$ cat config.mk
export PLATFORM = sky130hd
export DESIGN_NAME = rf_wb_arbiter
export DESIGN_NICKNAME = d
export VERILOG_FILES = /design/src/rtl/rf_pkg.sv /design/src/rtl/rf_scoreboard.sv /design/src/rtl/rf_wb_arbiter.sv
export SDC_FILE = /design/constraint.sdc
export NUM_CORES = 1
export LEC_CHECK = 0
export BUFFER_PORTS_ARGS = -buffer_cell sky130_fd_sc_hd__buf_2
export CAP_MARGIN = 10
export CORE_MARGIN = 5
export CORE_UTILIZATION = 47
export CTS_CLUSTER_SIZE = 25
export DETAILED_ROUTE_END_ITERATION = 16
export HOLD_SLACK_MARGIN = 0.05
export PLACE_DENSITY = 0.81
export SLEW_MARGIN = 20
export SYNTH_ARGS = -nofsm -noshare
export SYNTH_HDL_FRONTEND = slang
export SYNTH_SLANG_ARGS = --single-unit
$ cat constraint.sdc
create_clock -name i_clk -period 2 [get_ports i_clk]
set_input_delay 0.1 -clock i_clk [delete_from_list [all_inputs] [get_ports i_clk]]
set_output_delay 0.1 -clock i_clk [all_outputs]
set_load 0.01 [all_outputs]
$ cat src/rtl/rf_pkg.sv
// Shared definitions for the register-file writeback path:
// datapath widths and the grant-index encoding used by the arbiter.
package rf_pkg;

  localparam int XLEN     = 32;
  localparam int REG_AW   = 5;
  localparam int NUM_REGS = 32;

  // The last-grant pointer stores one of these values.
  localparam logic GNT_A = 1'b0;
  localparam logic GNT_B = 1'b1;

endpackage

$ cat src/rtl/rf_scoreboard.sv
// Per-register busy scoreboard.
// A bit is set when a producer of that register issues.
// The bit is cleared when that register's writeback handshakes.
// If both happen on the same edge, the set wins, because a newer
// producer has just issued. Register x0 is never marked busy.
module rf_scoreboard
  import rf_pkg::*;
(
  input  logic                i_clk,
  input  logic                i_rst,
  input  logic                i_set_en,
  input  logic [REG_AW-1:0]   i_set_addr,
  input  logic                i_clr_en,
  input  logic [REG_AW-1:0]   i_clr_addr,
  output logic [NUM_REGS-1:0] o_busy
);

  logic [NUM_REGS-1:0] r_busy;
  logic [NUM_REGS-1:0] w_busy_next;

  // Apply the clear first, then the set, so a same-edge set overrides the clear; bit 0 forced low
  always_comb begin
    w_busy_next = r_busy;
    if (i_clr_en) begin
      w_busy_next[i_clr_addr] = 1'b0;
    end
    if (i_set_en && (i_set_addr != '0)) begin
      w_busy_next[i_set_addr] = 1'b1;
    end
    w_busy_next[0] = 1'b0;
  end

  // Busy bitmap register, emptied by reset
  always_ff @(posedge i_clk) begin
    if (i_rst) begin
      r_busy <= '0;
    end else begin
      r_busy <= w_busy_next;
    end
  end

  assign o_busy = r_busy;

endmodule

$ cat src/rtl/rf_wb_arbiter.sv
// Writeback arbiter for the single register-file write port.
// Requester A is the fixed-latency pipeline; requester B is the variable-latency unit.
// The winning write is registered once and then drives the RF write port.
// A busy scoreboard tracks destinations whose writeback has not yet handshaked.
module rf_wb_arbiter
  import rf_pkg::*;
#(
  parameter bit RR_EN = 1'b1
) (
  input  logic                i_clk,
  input  logic                i_rst,
  input  logic                i_a_valid,
  output logic                o_a_ready,
  input  logic [REG_AW-1:0]   i_a_waddr,
  input  logic [XLEN-1:0]     i_a_wdata,
  input  logic                i_b_valid,
  output logic                o_b_ready,
  input  logic [REG_AW-1:0]   i_b_waddr,
  input  logic [XLEN-1:0]     i_b_wdata,
  input  logic                i_issue_valid,
  input  logic [REG_AW-1:0]   i_issue_rd,
  output logic [NUM_REGS-1:0] o_busy,
  output logic                o_rd_wen,
  output logic [REG_AW-1:0]   o_rd_waddr,
  output logic [XLEN-1:0]     o_rd_wdata
);

  logic              r_last;
  logic              w_a_gnt;
  logic              w_b_gnt;
  logic              w_xfer;
  logic [REG_AW-1:0] w_gnt_addr;
  logic [XLEN-1:0]   w_gnt_data;

  logic              r_rd_wen;
  logic [REG_AW-1:0] r_rd_waddr;
  logic [XLEN-1:0]   r_rd_wdata;

  // Grant selection: a lone requester always wins; under contention use round-robin or A-first
  always_comb begin
    w_a_gnt = 1'b0;
    w_b_gnt = 1'b0;
    if (!i_rst) begin
      if (i_a_valid && i_b_valid) begin
        if (RR_EN && (r_last == GNT_A)) begin
          w_b_gnt = 1'b1;
        end else begin
          w_a_gnt = 1'b1;
        end
      end else begin
        w_a_gnt = i_a_valid;
        w_b_gnt = i_b_valid;
      end
    end
  end

  assign o_a_ready  = w_a_gnt;
  assign o_b_ready  = w_b_gnt;
  assign w_xfer     = w_a_gnt | w_b_gnt;
  assign w_gnt_addr = w_b_gnt ? i_b_waddr : i_a_waddr;
  assign w_gnt_data = w_b_gnt ? i_b_wdata : i_a_wdata;

  // Last-grant pointer: starts at B so A wins the first contention; it moves only on a transfer
  always_ff @(posedge i_clk) begin
    if (i_rst) begin
      r_last <= GNT_B;
    end else if (w_xfer) begin
      r_last <= w_b_gnt ? GNT_B : GNT_A;
    end
  end

  // Output stage: capture the granted write; writes to x0 complete the handshake but never enable the RF
  always_ff @(posedge i_clk) begin
    if (i_rst) begin
      r_rd_wen   <= 1'b0;
      r_rd_waddr <= '0;
      r_rd_wdata <= '0;
    end else if (w_xfer) begin
      r_rd_wen   <= (w_gnt_addr != '0);
      r_rd_waddr <= w_gnt_addr;
      r_rd_wdata <= w_gnt_data;
    end else begin
      r_rd_wen   <= 1'b0;
    end
  end

  assign o_rd_wen   = r_rd_wen;
  assign o_rd_waddr = r_rd_waddr;
  assign o_rd_wdata = r_rd_wdata;

  rf_scoreboard u_scoreboard (
    .i_clk      (i_clk),
    .i_rst      (i_rst),
    .i_set_en   (i_issue_valid),
    .i_set_addr (i_issue_rd),
    .i_clr_en   (w_xfer),
    .i_clr_addr (w_gnt_addr),
    .o_busy     (o_busy)
  );

endmodule

Word level (Yosys, flattened, before mapping). Cells that the tools add are included.

Mux-type cells: 15. Bitwise logic cells: 5. Reduce and logical (&&, ||, !) cells: 7. Magnitude comparators: 4.

Operators with widths (count): 2-to-1 mux 32 bit (3); bitwise AND 32 bit (1); NOT 32 bit (1); OR 32 bit (1); < comparator 5 x 6 -> 1 bit (second input constant) (2); demux 1 bit (select 5 bit) (2); >= comparator 5 x 1 -> 1 bit (second input constant) (2); nonzero test 5 bit (2); 2-to-1 mux 1 bit (9); 2-to-1 mux 5 bit (1); logical AND 1 bit (4); OR reduction 2 bit (1); NOT 1 bit (1); OR 1 bit (1).

Logic and storage cells: 37. Output and inout port bits: 72. Bits in registers: 71. Input bits: 84.

Depth between registers and ports, before layout.
Depth after elaboration: 13. Depth in mapped cells: 7. Gate-level depth less buffers: 5.

Modules after synthesis. A second synthesis with hierarchy kept.

Cells, all modules: 355. Area, all modules: 3313.2 um^2.

By module, submodules not included: rf_wb_arbiter (area each 1955.6 um^2, sequential area each 780.7 um^2, times used 1, cells an instance 199); rf_scoreboard (area each 1357.6 um^2, sequential area each 620.6 um^2, times used 1, cells an instance 156).

Worst setup path before layout. Ideal clock, no wire load.

Kind: register to register. Start point: reg r_last. End point: reg u_scoreboard.r_busy[31], in the netlist u_scoreboard.o_busy[31]. Library setup time: 135 ps. Setup slack: 546 ps. Data arrival time: 1319 ps. Path buffers: 1. Cell stages (with the launch flop): 6. Required time: 1865 ps. Clock period less this slack: 1454 ps. Cell sequence: dfxtp_1 > and2_4 > buf_4 > or4_4 > a21oi_1 > a211oi_1.

Word-level cells in the longest chain between the ends: 13. Elaborated cells between the ends (all ways): 18. Those cells by class: 2 x order compare; 11 x mux; 4 x bitwise; 1 x reduce/logical.

RTL lines: start, declared (line rf_wb_arbiter.sv:28) `logic r_last;`; start signal, assigned (line rf_wb_arbiter.sv:68) `r_last <= w_b_gnt ? GNT_B : GNT_A;`; 2-to-1 mux 1 bit (line rf_wb_arbiter.sv:45) `if (RR_EN && (r_last == GNT_A)) begin`; 2-to-1 mux 1 bit (line rf_wb_arbiter.sv:44) `if (i_a_valid && i_b_valid) begin`; 2-to-1 mux 1 bit (line rf_wb_arbiter.sv:43) `if (!i_rst) begin`; 2-to-1 mux 5 bit (line rf_wb_arbiter.sv:60) `assign w_gnt_addr = w_b_gnt ? i_b_waddr : i_a_waddr;`; < comparator 5 x 6 -> 1 bit (not written as such) / >= comparator 5 x 1 -> 1 bit (equally long branches) (line rf_scoreboard.sv:25) `w_busy_next[i_clr_addr] = 1'b0;`; logical AND 1 bit (not written as such) (line rf_scoreboard.sv:25); 2-to-1 mux 1 bit (not written as such) (line rf_scoreboard.sv:25); demux 1 bit (select 5 bit); NOT 32 bit (no line); bitwise AND 32 bit (no line); 2-to-1 mux 32 bit (*) (line rf_scoreboard.sv:24) `if (i_clr_en) begin`; OR 32 bit (no line); 2-to-1 mux 32 bit (*) (line rf_scoreboard.sv:27) `if (i_set_en && (i_set_addr != '0)) begin`; end signal, assigned (line rf_scoreboard.sv:38) `r_busy <= w_busy_next;`; end, declared (line rf_scoreboard.sv:18) `logic [NUM_REGS-1:0] r_busy;`.

Every way passes the cells marked *; elsewhere a longest branch is shown, timed or not. A chain may end at the register's enable or synchronous reset.

Final worst setup path.
Start point: reg r_last. End point: reg u_scoreboard.r_busy[7], in the netlist u_scoreboard.o_busy[7].

Same word-level chain as after synthesis.

==> impl_results.md <==
* Count of final setup violators at 0
* Clock share of power at 0.381
* Reg clk slew, reported paths at 0.07 ns
* Largest net degree at the start of global routing at 38
* Syn avg cell area at 8.57 um2
* Critical path required time at 2.19 ns
* Cells after synthesis at 388
* Vias per cell at 5.48
* Final nets at 656
* First-pass GRT wire length at 17.7 mm
* Number of setup buffers added after CTS at 0
* GR Overflow Total at 0
* Post-layout min period at 1.67 ns
* Leading area contributor after synthesis: dfxtp_1
* Worst setup SP type: register
* Status: completed
* Worst relative slew slack at 0.574
* Worst-Margin Slew at 0.634 ns
* Final period util at 0.836
* Logic pwr share at 0.170
* Final WL at 11.6 mm
* Top-count cell post-synth: dfxtp_1
* N_diodes at 0
* DRT Pass-1 Iters at 5
* Switching power at 0.000870 W
* Post-DP Area at 0.00419 mm2
* Total track usage at 0.252
* Final core utilization at 0.697
* Reg power frac at 0.449
* WL/cell at 17.2 um
* Post-Syn Area at 0.00333 mm2
* Root buffer cell: clkbuf_8
* Post-detailed-route count of antenna-violating nets at 0
* Lkg Pwr at 2.24 nW
* CP max FO at 11
* Share of post-route cells with drive strength above 1 at 0.338
* Post-synthesis sequential area ratio at 0.421
* Routability cong. at between 0.8 and 0.9
* Die X at 94.1 um
* Post-synthesis async set-or-reset flop share at 0
* Worst min-delay path class: in2reg
* Pwr Total at 0.00333 W
* Fin area at 0.00476 mm2
* DRT iter0 DRCs at 231
* DRC violations left at 0
* Vias in the first global route at 3586
* Power per cell area at between 600 and 700 mW/mm2
* Post-DP HPWL at 7.87 mm
* Row Count at 30
* HP Start: i_b_wdata[1]
* Top FF cell, synth: dfxtp_1
* Worst Setup End Kind: register
* Yosys reg bits at 70
* Multi-input logic area at 0.00178 mm2
* Syn nets at 472
* Synth warn at 0
* Die H at 94.1 um
* I/O Pins at 156
* Post-synthesis cell type count at 37
* Max Slew Vio Count at 0
* R2r startpoint: r_last
* Core Area at between 0.006 and 0.007 mm2
* Fin Clk Skew at roughly 0.0074 ns
* CTS max path bufs at 2
* Int Power at 0.00246 W
* Worst EP arrival at between 1.5 and 2 ns
* Setup TNS at 0 ns
* Area of the die at 0.00886 mm2
* CTS tree: done
* Number of max-cap violations at 0
* Storage cell area at between 0.001 and 0.0015 mm2
* CTS resizes at 0
* Top cells by count, synth: 70 x dfxtp_1, 57 x nand2_1, 40 x o21ai_0
* Clk_lat worst skew at about 0.34 ns
* Ranking of synthesized cells by area: dfxtp_1 42%, mux2i_1 11%, nand2_1 6.4%
* Sw frac at 0.261
* Port-buffer cells at 154
* WHS at roughly 0.067 ns
* Setup CP Type: reg2reg
* Number of enable flip-flop cells after synthesis at 0
* Area grow syn2layout at 43.1%
* Vias at between 3000 and 4000
* Max Clk Rate at 598 MHz
* Number of CTS-inserted buffers at 9
* Area share of the leading cell type in the synthesized netlist at 0.421
* RSZ-0062 raised after global routing: false
* CTS sink count at 70
* Initial antenna violation count at 0
* VDD IR max at 0.361 mV
* H-tree levels at 3
* Initial Utilization at 0.487
* Fin. Hold Viols at 0
* # fillers at 560
* Worst setup path startpoint: r_last
==> path summary, 6_finish.rpt <==
kind / end / slack, ns / cells after the start
worst max-delay path: u_scoreboard.o_busy[7] / 0.33 / 4
worst min register to register: o_rd_wdata[28] / 0.45 / 2
worst min-delay path: o_rd_wdata[1] / 0.07 / 3
worst max register to register: u_scoreboard.o_busy[7] / 0.33 / 4
==> cells in the final DEF, fill, tap and decap left out, drive strengths merged, types with 4 or more instances in the layout <==
| cell type | n |
|---|---|
| nor2 | 36 |
| nand3b | 5 |
| dfxtp | 70 |
| inv | 4 |
| mux2i | 36 |
| nor2b | 6 |
| clkbuf | 11 |
| nor3b | 5 |
| a311oi | 15 |
| o21ai | 41 |
| buf | 164 |
| nand4b | 4 |
| nand2 | 57 |
| a211oi | 16 |
| nand4 | 5 |
| a21oi | 37 |
| dlygate4sd3 | 35 |
==> worst max-delay path, cell delays in order, from the launching register on <==
cell	delay, ns
dfxtp_1	0.33
nand2_1	0.30
nand4_1	0.20
a21oi_2	0.50
a311oi_1	0.18
==> power groups by stage <==
stage	sequential [W]	combinational, W	clock [W]
final	0.00149	0.000565	0.00127
after global routing	0.00150	0.000608	0.00136
after floorplan	0.00156	0.000237	0
after CTS	0.00149	0.000552	0.00129
after detailed placement	0.00152	0.000498	0
after global placement	0.00152	0.000484	0
==> routing by layer <==
metal,vias up,share of wire,GRT usage
met3,25,0.099,0.0729
li1,1770,-,-
met4,0,0.024,0.0987
met5,-,0,0
met2,188,0.48,0.444
met1,1704,0.39,0.286
==> timing repair <==
action                                 CTS  global route
hold buffers                            35             0
setup endpoints to repair                0             0
endpoints found under the hold margin   20             0
==> cells by family (layout without fill, tap and decap cells) <==
kind of cell / Yosys count / in the layout / synth area share
compound gates: 119 / 119 / 0.223
buf+inv: 30 / 219 / 0.0478
flops: 70 / 70 / 0.421
mux: 36 / 36 / 0.108
other cells: 1 / 1 / 0.00113
simple gates: 132 / 132 / 0.198
==> metrics by stage <==
stage / worst slack (ns) / std cells
6_report: 0.329 / 673
2_1_floorplan: 0.546 / 388
3_5_place_dp: 0.366 / 622
3_3_place_gp: 0.415 / 622
5_1_grt: 0.242 / 673
4_1_cts: 0.368 / 673
==> final cells by class <==
type | instances | area share
clock inverters | 5 | 0.0174
flip-flops and latches | 70 | 0.294
repair buffers | 199 | 0.257
multi-input cells | 288 | 0.374
clock buffers | 11 | 0.0297
well taps | 96 | 0.0252
inverters | 4 | 0.00315
==> state kept, by name, indices dropped and copies added (netlist names) <==
name / flops
o_rd_wdata: 32
r_last: 1
o_rd_wen: 1
o_rd_waddr: 5
u_scoreboard.o_busy: 31
Power figures use the tool's default switching activity.
